<file path="config.mk">
export PLATFORM = sky130hd
export DESIGN_NAME = eq_band_sequencer
export DESIGN_NICKNAME = d
export VERILOG_FILES = /design/src/rtl/eq_band_sequencer.sv
export SDC_FILE = /design/constraint.sdc
export NUM_CORES = 1
export LEC_CHECK = 0
export CORE_ASPECT_RATIO = 1.1
export CORE_MARGIN = 2
export CORE_UTILIZATION = 49
export CTS_CLUSTER_SIZE = 10
export DETAILED_ROUTE_END_ITERATION = 10
export HOLD_SLACK_MARGIN = 0.03
export PLACE_DENSITY = 0.79
export SLEW_MARGIN = 15
export SYNTH_ARGS = -nofsm -noshare
export SYNTH_HDL_FRONTEND = slang
export SYNTH_SLANG_ARGS = --single-unit
</file>
<file path="constraint.sdc">
create_clock -name i_clk -period 2.2 [get_ports i_clk]
set_clock_uncertainty 0.05 [all_clocks]
set_input_delay 0.33 -clock i_clk [delete_from_list [all_inputs] [get_ports i_clk]]
set_output_delay 0.33 -clock i_clk [all_outputs]
set_load 0.03 [all_outputs]
</file>
<file path="src/rtl/eq_band_sequencer.sv">
// Sequencer for a cascaded Biquad peaking-EQ chain: strobes each band once per
// sample in cascade order and serialises queued gain updates between passes.
module eq_band_sequencer #(
    parameter int N_BANDS    = 5,
    parameter int FIFO_DEPTH = 4,
    parameter int SET_CYCLES = 4
) (
    input  logic               i_clk,
    input  logic               i_rst_n,
    input  logic               i_sample_valid,
    input  logic [31:0]        i_sample,
    input  logic               i_gain_valid,
    input  logic [2:0]         i_gain_band,
    input  logic [15:0]        i_gain_value,
    input  logic               i_clr_overrun,
    output logic               o_gain_ready,
    output logic [N_BANDS-1:0] o_set,
    output logic [15:0]        o_gain,
    output logic [N_BANDS-1:0] o_next,
    output logic [31:0]        o_data,
    output logic               o_done,
    output logic               o_busy,
    output logic               o_overrun
);
    localparam int PW = (FIFO_DEPTH > 1) ? $clog2(FIFO_DEPTH) : 1;
    localparam int CW = $clog2(FIFO_DEPTH + 1);
    localparam int BW = (N_BANDS > 1) ? $clog2(N_BANDS) : 1;
    localparam int WW = $clog2(SET_CYCLES);
    localparam logic [N_BANDS-1:0] W_ONE = N_BANDS'(1);

    typedef enum logic [1:0] {
        S_IDLE,
        S_RUN,
        S_SET
    } state_t;

    state_t        r_state;
    logic [BW-1:0] r_bandCnt;
    logic          r_phase;
    logic [WW-1:0] r_waitCnt;
    logic          r_pendValid;
    logic [31:0]   r_pendData;
    logic [CW-1:0] r_count;
    logic [PW-1:0] r_wrPtr;
    logic [PW-1:0] r_rdPtr;
    logic [2:0]    r_fifoBand  [FIFO_DEPTH];
    logic [15:0]   r_fifoValue [FIFO_DEPTH];

    logic          w_push;
    logic          w_pop;
    logic          w_fifoEmpty;
    logic          w_entryAvail;
    logic [2:0]    w_headBand;
    logic [15:0]   w_headValue;
    logic          w_setLast;
    logic          w_sampleGo;
    logic [31:0]   w_startData;
    logic          w_sampleDrop;
    logic [CW-1:0] w_countNext;

    // An empty FIFO forwards the arriving request so it can pop the same cycle.
    always_comb begin
        w_push       = i_gain_valid && o_gain_ready;
        w_fifoEmpty  = (r_count == '0);
        w_entryAvail = !w_fifoEmpty || w_push;
        w_headBand   = w_fifoEmpty ? i_gain_band  : r_fifoBand[r_rdPtr];
        w_headValue  = w_fifoEmpty ? i_gain_value : r_fifoValue[r_rdPtr];
        w_setLast    = (r_state == S_SET) && (r_waitCnt == WW'(SET_CYCLES - 1));
        w_sampleGo   = ((r_state == S_IDLE) && (i_sample_valid || r_pendValid)) ||
                       (w_setLast && (r_pendValid || i_sample_valid));
        w_startData  = r_pendValid ? r_pendData : i_sample;
        w_pop        = !w_sampleGo && w_entryAvail &&
                       ((r_state == S_IDLE) || w_setLast);
        w_sampleDrop = i_sample_valid &&
                       ((r_state == S_RUN) || ((r_state == S_SET) && r_pendValid));
        w_countNext  = r_count;
        if (w_push && !w_pop) begin
            w_countNext = r_count + 1'b1;
        end else if (!w_push && w_pop) begin
            w_countNext = r_count - 1'b1;
        end
    end

    always_ff @(posedge i_clk) begin
        if (w_push) begin
            r_fifoBand[r_wrPtr]  <= i_gain_band;
            r_fifoValue[r_wrPtr] <= i_gain_value;
        end
    end

    always_ff @(posedge i_clk or negedge i_rst_n) begin
        if (!i_rst_n) begin
            r_state      <= S_IDLE;
            r_bandCnt    <= '0;
            r_phase      <= 1'b0;
            r_waitCnt    <= '0;
            r_pendValid  <= 1'b0;
            r_pendData   <= '0;
            r_count      <= '0;
            r_wrPtr      <= '0;
            r_rdPtr      <= '0;
            o_gain_ready <= 1'b1;
            o_set        <= '0;
            o_gain       <= '0;
            o_next       <= '0;
            o_data       <= '0;
            o_done       <= 1'b0;
            o_busy       <= 1'b0;
            o_overrun    <= 1'b0;
        end else begin
            o_set        <= '0;
            o_done       <= 1'b0;
            r_count      <= w_countNext;
            o_gain_ready <= (w_countNext != CW'(FIFO_DEPTH));

            if (w_push) begin
                r_wrPtr <= (r_wrPtr == PW'(FIFO_DEPTH - 1)) ? '0 : r_wrPtr + 1'b1;
            end
            if (w_pop) begin
                r_rdPtr <= (r_rdPtr == PW'(FIFO_DEPTH - 1)) ? '0 : r_rdPtr + 1'b1;
            end

            // A new drop outranks a clear in the same cycle.
            if (w_sampleDrop) begin
                o_overrun <= 1'b1;
            end else if (i_clr_overrun) begin
                o_overrun <= 1'b0;
            end

            if (w_sampleGo) begin
                r_pendValid <= 1'b0;
            end else if ((r_state == S_SET) && i_sample_valid && !r_pendValid) begin
                r_pendValid <= 1'b1;
                r_pendData  <= i_sample;
            end

            if (w_sampleGo) begin
                r_state   <= S_RUN;
                r_bandCnt <= '0;
                r_phase   <= 1'b0;
                o_data    <= w_startData;
                o_next    <= W_ONE;
                o_busy    <= 1'b1;
            end else if (w_pop) begin
                r_state   <= S_SET;
                r_waitCnt <= '0;
                o_next    <= '0;
                o_busy    <= 1'b1;
                if (int'(w_headBand) < N_BANDS) begin
                    o_set  <= W_ONE << w_headBand;
                    o_gain <= w_headValue;
                end
            end else begin
                case (r_state)
                    S_RUN: begin
                        if (!r_phase) begin
                            r_phase <= 1'b1;
                            o_next  <= '0;
                        end else if (r_bandCnt == BW'(N_BANDS - 1)) begin
                            r_state <= S_IDLE;
                            o_next  <= '0;
                            o_done  <= 1'b1;
                            o_busy  <= 1'b0;
                        end else begin
                            r_bandCnt <= r_bandCnt + 1'b1;
                            r_phase   <= 1'b0;
                            o_next    <= W_ONE << (r_bandCnt + 1'b1);
                        end
                    end
                    S_SET: begin
                        if (w_setLast) begin
                            r_state <= S_IDLE;
                            o_busy  <= 1'b0;
                        end else begin
                            r_waitCnt <= r_waitCnt + 1'b1;
                        end
                    end
                    default: begin
                        r_state <= S_IDLE;
                        o_next  <= '0;
                        o_busy  <= 1'b0;
                    end
                endcase
            end
        end
    end
endmodule

</file>
* After elaboration in Yosys (flattened, before gate mapping)
Memories as Yosys holds them, arrays and structs flattened.
Index checks and enable logic that the tools add are counted.
** Storage, ports and cells
- Register bits after elaboration :: 110
- Memory bits (writable) :: 76
- Input bits :: 56
- Memories :: 2
** Memories
- r_fifoValue :: depth 4, width 16, read ports 1, clocked after memory_dff 0, wr ports 1, line 47 : logic [15:0] r_fifoValue [FIFO_DEPTH];
- r_fifoBand :: depth 4, width 3, read ports 1, clocked after memory_dff 0, wr ports 1, line 46 : logic [2:0] r_fifoBand [FIFO_DEPTH];
** Cells by class
- Reduce and logical (&&, ||, !) cells :: 35
- Equality and inequality tests :: 14
- Shift-type cells :: 2
- Mux-type cells :: 50
- $add $sub $neg :: 6
- Order comparisons :: 1
- Bitwise operators :: 1
** Operators by type and width (number)
- $mux W5 :: 7
- $mux W32 :: 1
- $mux W3 :: 8
- $mux W1 :: 20
- $mux W2 :: 10
- $mux W16 :: 1
- $logic_and A1 B1 Y1 :: 12
- $pmux W5 S2 :: 1
- $reduce_bool A2 Y1 :: 5
- $shl A1 B3 Y5 const A :: 2
- $reduce_and A3 Y1 :: 3
- $eq A2 B2 Y1 const B :: 4
- $ne A4 B4 Y1 const B :: 2
- $add A2 B1 Y2 const B :: 3
- $add A3 B1 Y3 const B :: 2
- $ne A3 B3 Y1 const B :: 2
- $logic_not A1 Y1 :: 5
- $logic_or A1 B1 Y1 :: 5
- $ne A2 B2 Y1 const B :: 2
- $ne A4 B3 Y1 const B :: 1
- $pmux W2 S2 :: 1
- $reduce_and A2 Y1 :: 2
- $reduce_and A4 Y1 :: 1
- $eq A3 B3 Y1 const B :: 1
- other kinds (8) :: 8

* Logic depth before layout (Yosys ltp)
Gate-level depths: netlist of the first run.
- Depth after elaboration :: 11
- Depth in mapped cells :: 9

* Least setup slack after synthesis of the first run
Ideal clock, no wire load.
- Path type :: register to register
- From :: reg r_count[1]
- To :: reg o_gain[0]
- Clock period less this slack :: 2373 ps
- Library setup time :: 125 ps
- Required time :: 2025 ps
- Cell stages (with the launch flop) :: 10
- Arrival time :: 2198 ps
- Slack :: -173 ps
- Path through :: dfrtp_1 inv_1 ha_1 nor2b_1 clkbuf_1 nor3_1 a211o_1 o221ai_4 buf_6 mux2_4
** On the way
- Word-level cells in the longest chain between the ends :: 6
** Ends and longest elaborated chain
- start: declaration :: line 43 : logic [CW-1:0] r_count;
- start signal: assignment :: line 113 : r_count <= w_countNext;
- $logic_not A3 Y1 (*) :: line 64 : w_fifoEmpty = (r_count == '0);
- branches (longest 5 deep; another with $lt A3 B3 Y1)
- end signal: assignment :: line 151 : o_gain <= w_headValue;
- end: declaration :: line 18 : output logic [15:0] o_gain,
Every way passes the cells marked *.
A chain may end at the register's enable or synchronous reset.

* Worst setup path after layout of the first run
- From :: reg r_count[1]
- To :: reg o_gain[3]
Same word-level chain as after synthesis.

==> results of run 1 <==
[final timing paths]
check                                   start  slack [ps]   endpoint  depth (start not counted)
worst max-delay path               r_count[1]          10  o_gain[3]                          8
worst min-delay path                  i_rst_n         360  o_gain[4]                          2
worst max register to register     r_count[1]          10  o_gain[3]                          8
worst min register to register      o_next[4]         440  o_next[4]                          1
max in group asynchronous             i_rst_n        1000  o_next[2]                          3
min in group i_clk              i_clr_overrun         420  o_overrun                          2
[logic make-up after synthesis]
logic type      synth area share
compound gates            0.0573
xor+xnor                 0.00335
fa+ha+maj                 0.0239
buf+inv                   0.0206
flops                      0.643
mux                        0.178
simple gates              0.0741
[where the power goes]
group          switching, mW  leakage [nW]  total [mW]  internal, mW
registers              0.687          2.02        5.54          4.85
logic                   3.48          1.93        6.66          3.19
clock network           1.36         0.323        3.41          2.05
total                   5.53          4.27        15.6          10.1
[metal layers]
layer / GRT usage / up-vias / wire length, um
li1: - / 2298 / -
met1: 0.241 / 2510 / 6960
met2: 0.353 / 150 / 8620
met3: 0.0516 / 20 / 1050
met4: 0.0774 / 0 / 199
met5: 0 / - / 0
[cells in the mapped netlist, drive strengths merged]
master	number	area [um^2]
a21oi	39	206
o21a	1	7.51
nand3	5	25.0
mux2	52	623
a2111oi	1	8.76
nor3b	1	7.51
o22ai	1	6.26
nand3b	1	7.51
a21o	5	37.5
ha	15	188
and4	2	17.5
a221o	1	10.0
o221ai	1	26.3
nand2	61	229
or2	1	6.26
a211oi	1	7.51
dfrtp	109	2730
mux4	17	383
and3	4	25.0
a211o	2	17.5
xnor2	2	17.5
nor4	1	6.26
buf	11	63.8
a32o	2	20.0
clkbuf	16	60.1
edfxtp	76	2280
a22o	4	35.0
a2bb2oi	1	8.76
nor2b	3	18.8
or3b	1	8.76
nand2b	3	18.8
a21boi	1	7.51
nor3	6	30.0
xor2	1	8.76
dfstp	1	26.3
o21ba	1	10.0
nor2	44	165
and2	2	15.0
mux2i	39	390
o21ai	8	40.0
inv	10	37.5
[metrics by stage]
stage	utilization	instances
2_1_floorplan	-	553
3_3_place_gp	0.606	873
3_5_place_dp	0.606	873
4_1_cts	0.649	906
5_1_grt	0.658	916
6_report	0.658	916
[final cells by class]
class | instances | area (um^2)
fillers | 1098 | 5360
flip-flops and latches | 186 | 5040
multi-input cells | 330 | 2700
repair buffers | 158 | 1620
clock buffers | 17 | 425
well taps | 200 | 250
clock inverters | 15 | 238
inverters | 10 | 37.5
[flip-flops by register name, summed over array words and instances, names as in the netlist, 3 cells and up]
register / flops
o_data: 32
o_gain: 16
o_next: 5
o_set: 5
r_bandCnt: 3
r_count: 3
r_fifoBand: 12
r_fifoValue: 64
r_pendData: 32
[repair_timing]
| action | 4_1_cts | 5_1_grt |
|---|---|---|
| setup endpoints to repair | 3 | 22 |
| endpoints found under the hold margin | 32 | 0 |
| buffers inserted | 0 | 9 |
| hold buffers | 1 | 0 |
| pin swaps | 0 | 3 |
| cloned | 0 | 1 |
| resized for setup | 1 | 12 |
[worst max-delay path, cell delays in order (launching register included)]
cell and delay, ps:
dfrtp_1 410, inv_2 100, ha_4 160, nor2b_4 190, nor3_2 50, a211o_1 300
o221ai_4 280, buf_12 190, mux2_2 330
==> results.cfg, run 1 <==
[logic_synthesis]
syn_inst = 553
ys_ff_latch = 186
synth_cell_types = 47
seq_area_frac_synth = 0.643
synthesis.nets = 624
synthesis.area_mm2 = 0.00784
synth_warnings = 0
syn_area_per_cell_um2 = 14.2

[timing]
rsz0062_at_grt = yes
tightest_slew_ps = 562
worst_slack_ps = 11.6
min_period_ps = 2190
setup_viol = 0
setup_tns_ps = 0
drv_slew = 0
hold_violations = 0
max_freq_ghz = 0.457
timing.hold.ws_ps = 355
slew_headroom = 0.626
min_period_over_period = 0.995

[pwr]
p_total_mw = 15.6
p_leak_nw = 4.27
vdd_drop_max_mv = 0.909
powerDensity_mw_per_mm2 = 1510

[cts]
tritoncts = built
numCtsBuffers = 17
cts.clk_slew.worst_paths_ps = 70
root_buffer = clkbuf_16
clock_latency_ps = 430
cts_max_level = 4
cts_sinks = 186
clockBufferDepth = 2

[final_layout]
mostFrequentLayoutCell = clkdlybuf4s50_1
synthToLayoutAreaGrowth_pct = 31.6
final_cell_mix = 116 x clkdlybuf4s50_1, 107 x dfrtp_1, 76 x edfxtp_1
antenna_cells = 0
fin_area_mm2 = 0.0103
nets = 774
final_layout_size_suffix_gt1_frac = 0.222

[routing]
num_vias = 4978
avgRoutedWirePerCell_um = 18.4
final_antenna_net_count = 0
drt_iter0_markers = 364
dr.pass1.iters = 5
vias_per_cell = 5.43
drt-total-wl_um = 16800
drcViolationCount = 0

[placement]
place_ws_ps = -84.3
placed_cell_area_mm2 = 0.00950
gp_congestion = 0.804
io_buffers = 117
dp_hpwl_um = 10700

[outcome]
status = completed

[grt]
grt_start_max_net_pins = 50
antenna_found_initial = 0
overflow = 0
grt_pass1_wl_um = 26700
grt_use_total = 0.201
grt_pass1_vias = 5375

[worst_setup_path]
startpoint_type = flop
cp.arrival_ps = 2450
critPathKind = reg -> reg
critPathMaxFanout = 8
worstPathRequired_ps = 2460
endpoint_kind = flop

[floorplan]
dieArea_mm2 = 0.0170
start_util = 0.500
die_h_um = 137
core_mm2 = 0.0157
fp-row-count = 48
dieWidth_um = 125
io_pins = 118

[run]
cap_violations = 0

[hold_path]
min_path_type = in -> async
Power figures use the tool's default switching activity.
==> run 2, diff against run 1 <==
--- a/config.mk
+++ b/config.mk
@@ -8,7 +8,7 @@
 export CORE_ASPECT_RATIO = 1.1
 export CORE_MARGIN = 2
 export CORE_UTILIZATION = 49
-export CTS_CLUSTER_SIZE = 10
+export CTS_CLUSTER_SIZE = 20
 export DETAILED_ROUTE_END_ITERATION = 10
 export HOLD_SLACK_MARGIN = 0.03
 export PLACE_DENSITY = 0.79
==> constraint.sdc (replaced) <==
create_clock -name i_clk -period 2.2 [get_ports i_clk]
set_clock_uncertainty 0.05 [all_clocks]
set_input_delay 0.33 -clock i_clk [delete_from_list [all_inputs] [get_ports i_clk]]
set_output_delay 0.33 -clock i_clk [all_outputs]
set_load 0.05 [all_outputs]
==> run 2 against run 1 <==
Power up 2.6%. Global-route usage up 0.073 points. First-iteration DRC count up 7.4%. Critical endpoint is now o_gain[13].
==> results.cfg, run 2 (same netlist as run 1, synthesis figures left out) <==
[outcome]
status = completed

[pwr]
internal-power_mw = 9.87
p_leak_nw = 4.22
powerDensity_mw_per_mm2 = 1570
switchingPower_mw = 6.15
swShare = 0.384
p_comb_frac = 0.459
p_total_mw = 16.0
pwr-share-seq = 0.345
vdd_drop_max_mv = 1.16
p_clk_frac = 0.196

[hold_path]
min_path_type = in -> async

[floorplan]
fp-row-count = 48
core_mm2 = 0.0157
io_pins = 118
dieWidth_um = 125
dieArea_mm2 = 0.0170
start_util = 0.500
die_h_um = 137

[timing]
max_freq_ghz = 0.457
worst_slack_ps = 10.2
setup_viol = 0
min_period_over_period = 0.995
slew_headroom = 0.629
drv_slew = 0
min_period_ps = 2190
hold_violations = 0
rsz0062_at_grt = yes
tightest_slew_ps = 556
setup_tns_ps = 0

[worst_setup_path]
cp_top_family = compound AO/OA/AOI/OAI gates
r2r_start = r_count[1]
worstPathRequired_ps = 2460
critPathKind = reg -> reg
cpMaxStageDelayCell = dfrtp_1
cp.arrival_ps = 2450
startpoint_type = flop
critPathMaxFanout = 8
critPathLaunch = r_count[1]
crit_buf_inv = 2
endpoint_kind = flop
path_cells = inv_2 -> ha_4 -> nor2b_4 -> nor3_2 -> a211o_1 -> o221ai_4 -> clkbuf_16 -> mux2_4
cpPeakStageDelay_ps = 410

[cts]
cts.clk_slew.worst_paths_ps = 70
clock_latency_ps = 420
clockBufferDepth = 2
numCtsBuffers = 17
cts_sinks = 186
tritoncts = built
cts_max_level = 4
root_buffer = clkbuf_16

[grt]
antenna_found_initial = 0
grt_pass1_wl_um = 27000
grt_start_max_net_pins = 50
overflow = 0
grt_use_total = 0.202
grt_pass1_vias = 5367

[routing]
dr.pass1.iters = 7
met1Wirelength_um = 6880
dr_wl_met3_um = 1030
final_antenna_net_count = 0
drcViolationCount = 0
num_vias = 4922
top_layer = met4
vias_per_cell = 5.41
avgRoutedWirePerCell_um = 18.3
drt-total-wl_um = 16600
drt_iter0_markers = 391
wl_met2_um = 8590

[final_layout]
final_layout_size_suffix_gt1_frac = 0.208
mostFrequentLayoutCell = clkdlybuf4s50_1
top_register = r_fifoValue
fin_area_mm2 = 0.0102
largest_register_ffs = 64
final_cell_mix = 115 x clkdlybuf4s50_1, 107 x dfrtp_1, 76 x edfxtp_1
nets = 768
antenna_cells = 0
top_regs = r_fifoValue (64), o_data (32), r_pendData (32)
postLayoutCoreUtil = 0.652
synthToLayoutAreaGrowth_pct = 30.3

[placement]
dp_hpwl_um = 10700
io_buffers = 117
gp_congestion = 0.803
placed_cell_area_mm2 = 0.00950
place_ws_ps = -55.5

[run]
cap_violations = 0
==> run 2: cell count changes in the layout (fill, tap and decap cells not counted), sizes merged <==
cell,change
clkinvlp,-1
clkdlybuf4s50,-1
clkbuf,+3
bufinv,-1
inv,-4
buf,-5
clkinv,+3
==> run 2: layer usage <==
layer / global-route usage / up-vias
li1: - / 2273
met2: 0.357 / 150
met4: 0.0493 / 0
met1: 0.243 / 2484
met3: 0.0637 / 15
met5: 0 / -
==> run 2: worst paths after layout <==
kind | slack, ps | endpoint | cells after the start
setup reg to reg | 10 | o_gain[13] | 8
hold reg to reg | 450 | o_next[2] | 1
hold / removal | 370 | o_set[4] | 2
min in group i_clk | 430 | o_overrun | 2
max in group asynchronous | 980 | o_data[23] | 3
setup / recovery | 10 | o_gain[13] | 8
==> run 2: final cells by class <==
| cell class | instances | area [um^2] |
|---|---|---|
| Fill cell | 1100 | 5460 |
| Sequential cell | 186 | 5040 |
| Multi-Input combinational cell | 330 | 2710 |
| Timing Repair Buffer | 152 | 1570 |
| Clock buffer | 20 | 437 |
| Tap cell | 200 | 250 |
| Clock inverter | 12 | 171 |
| Inverter | 10 | 37.5 |
==> run 2: power by group through the flow <==
| stage | combinational, mW | clock [mW] | sequential (mW) |
|---|---|---|---|
| final | 7.35 | 3.14 | 5.53 |
| after global routing | 7.87 | 3.35 | 5.66 |
| after CTS | 7.24 | 3.20 | 5.52 |
| after detailed placement | 7.16 | 0 | 5.56 |
| after global placement | 6.92 | 0 | 5.50 |
| after floorplan | 3.23 | 0 | 7.13 |
==> run 2: stage by stage <==
step	cells	hold slack [ps]
after floorplan	553	-15.6
after global placement	873	273
after detailed placement	873	278
after CTS	906	367
after global routing	910	411
final	910	374
==> run 2: timing repair <==
action                     4_1_cts  5_1_grt
hold endpoints to repair        32        0
gates resized for setup          0       14
setup endpoints to repair        0       22
buffers inserted                 0        3
hold buffers                     1        0
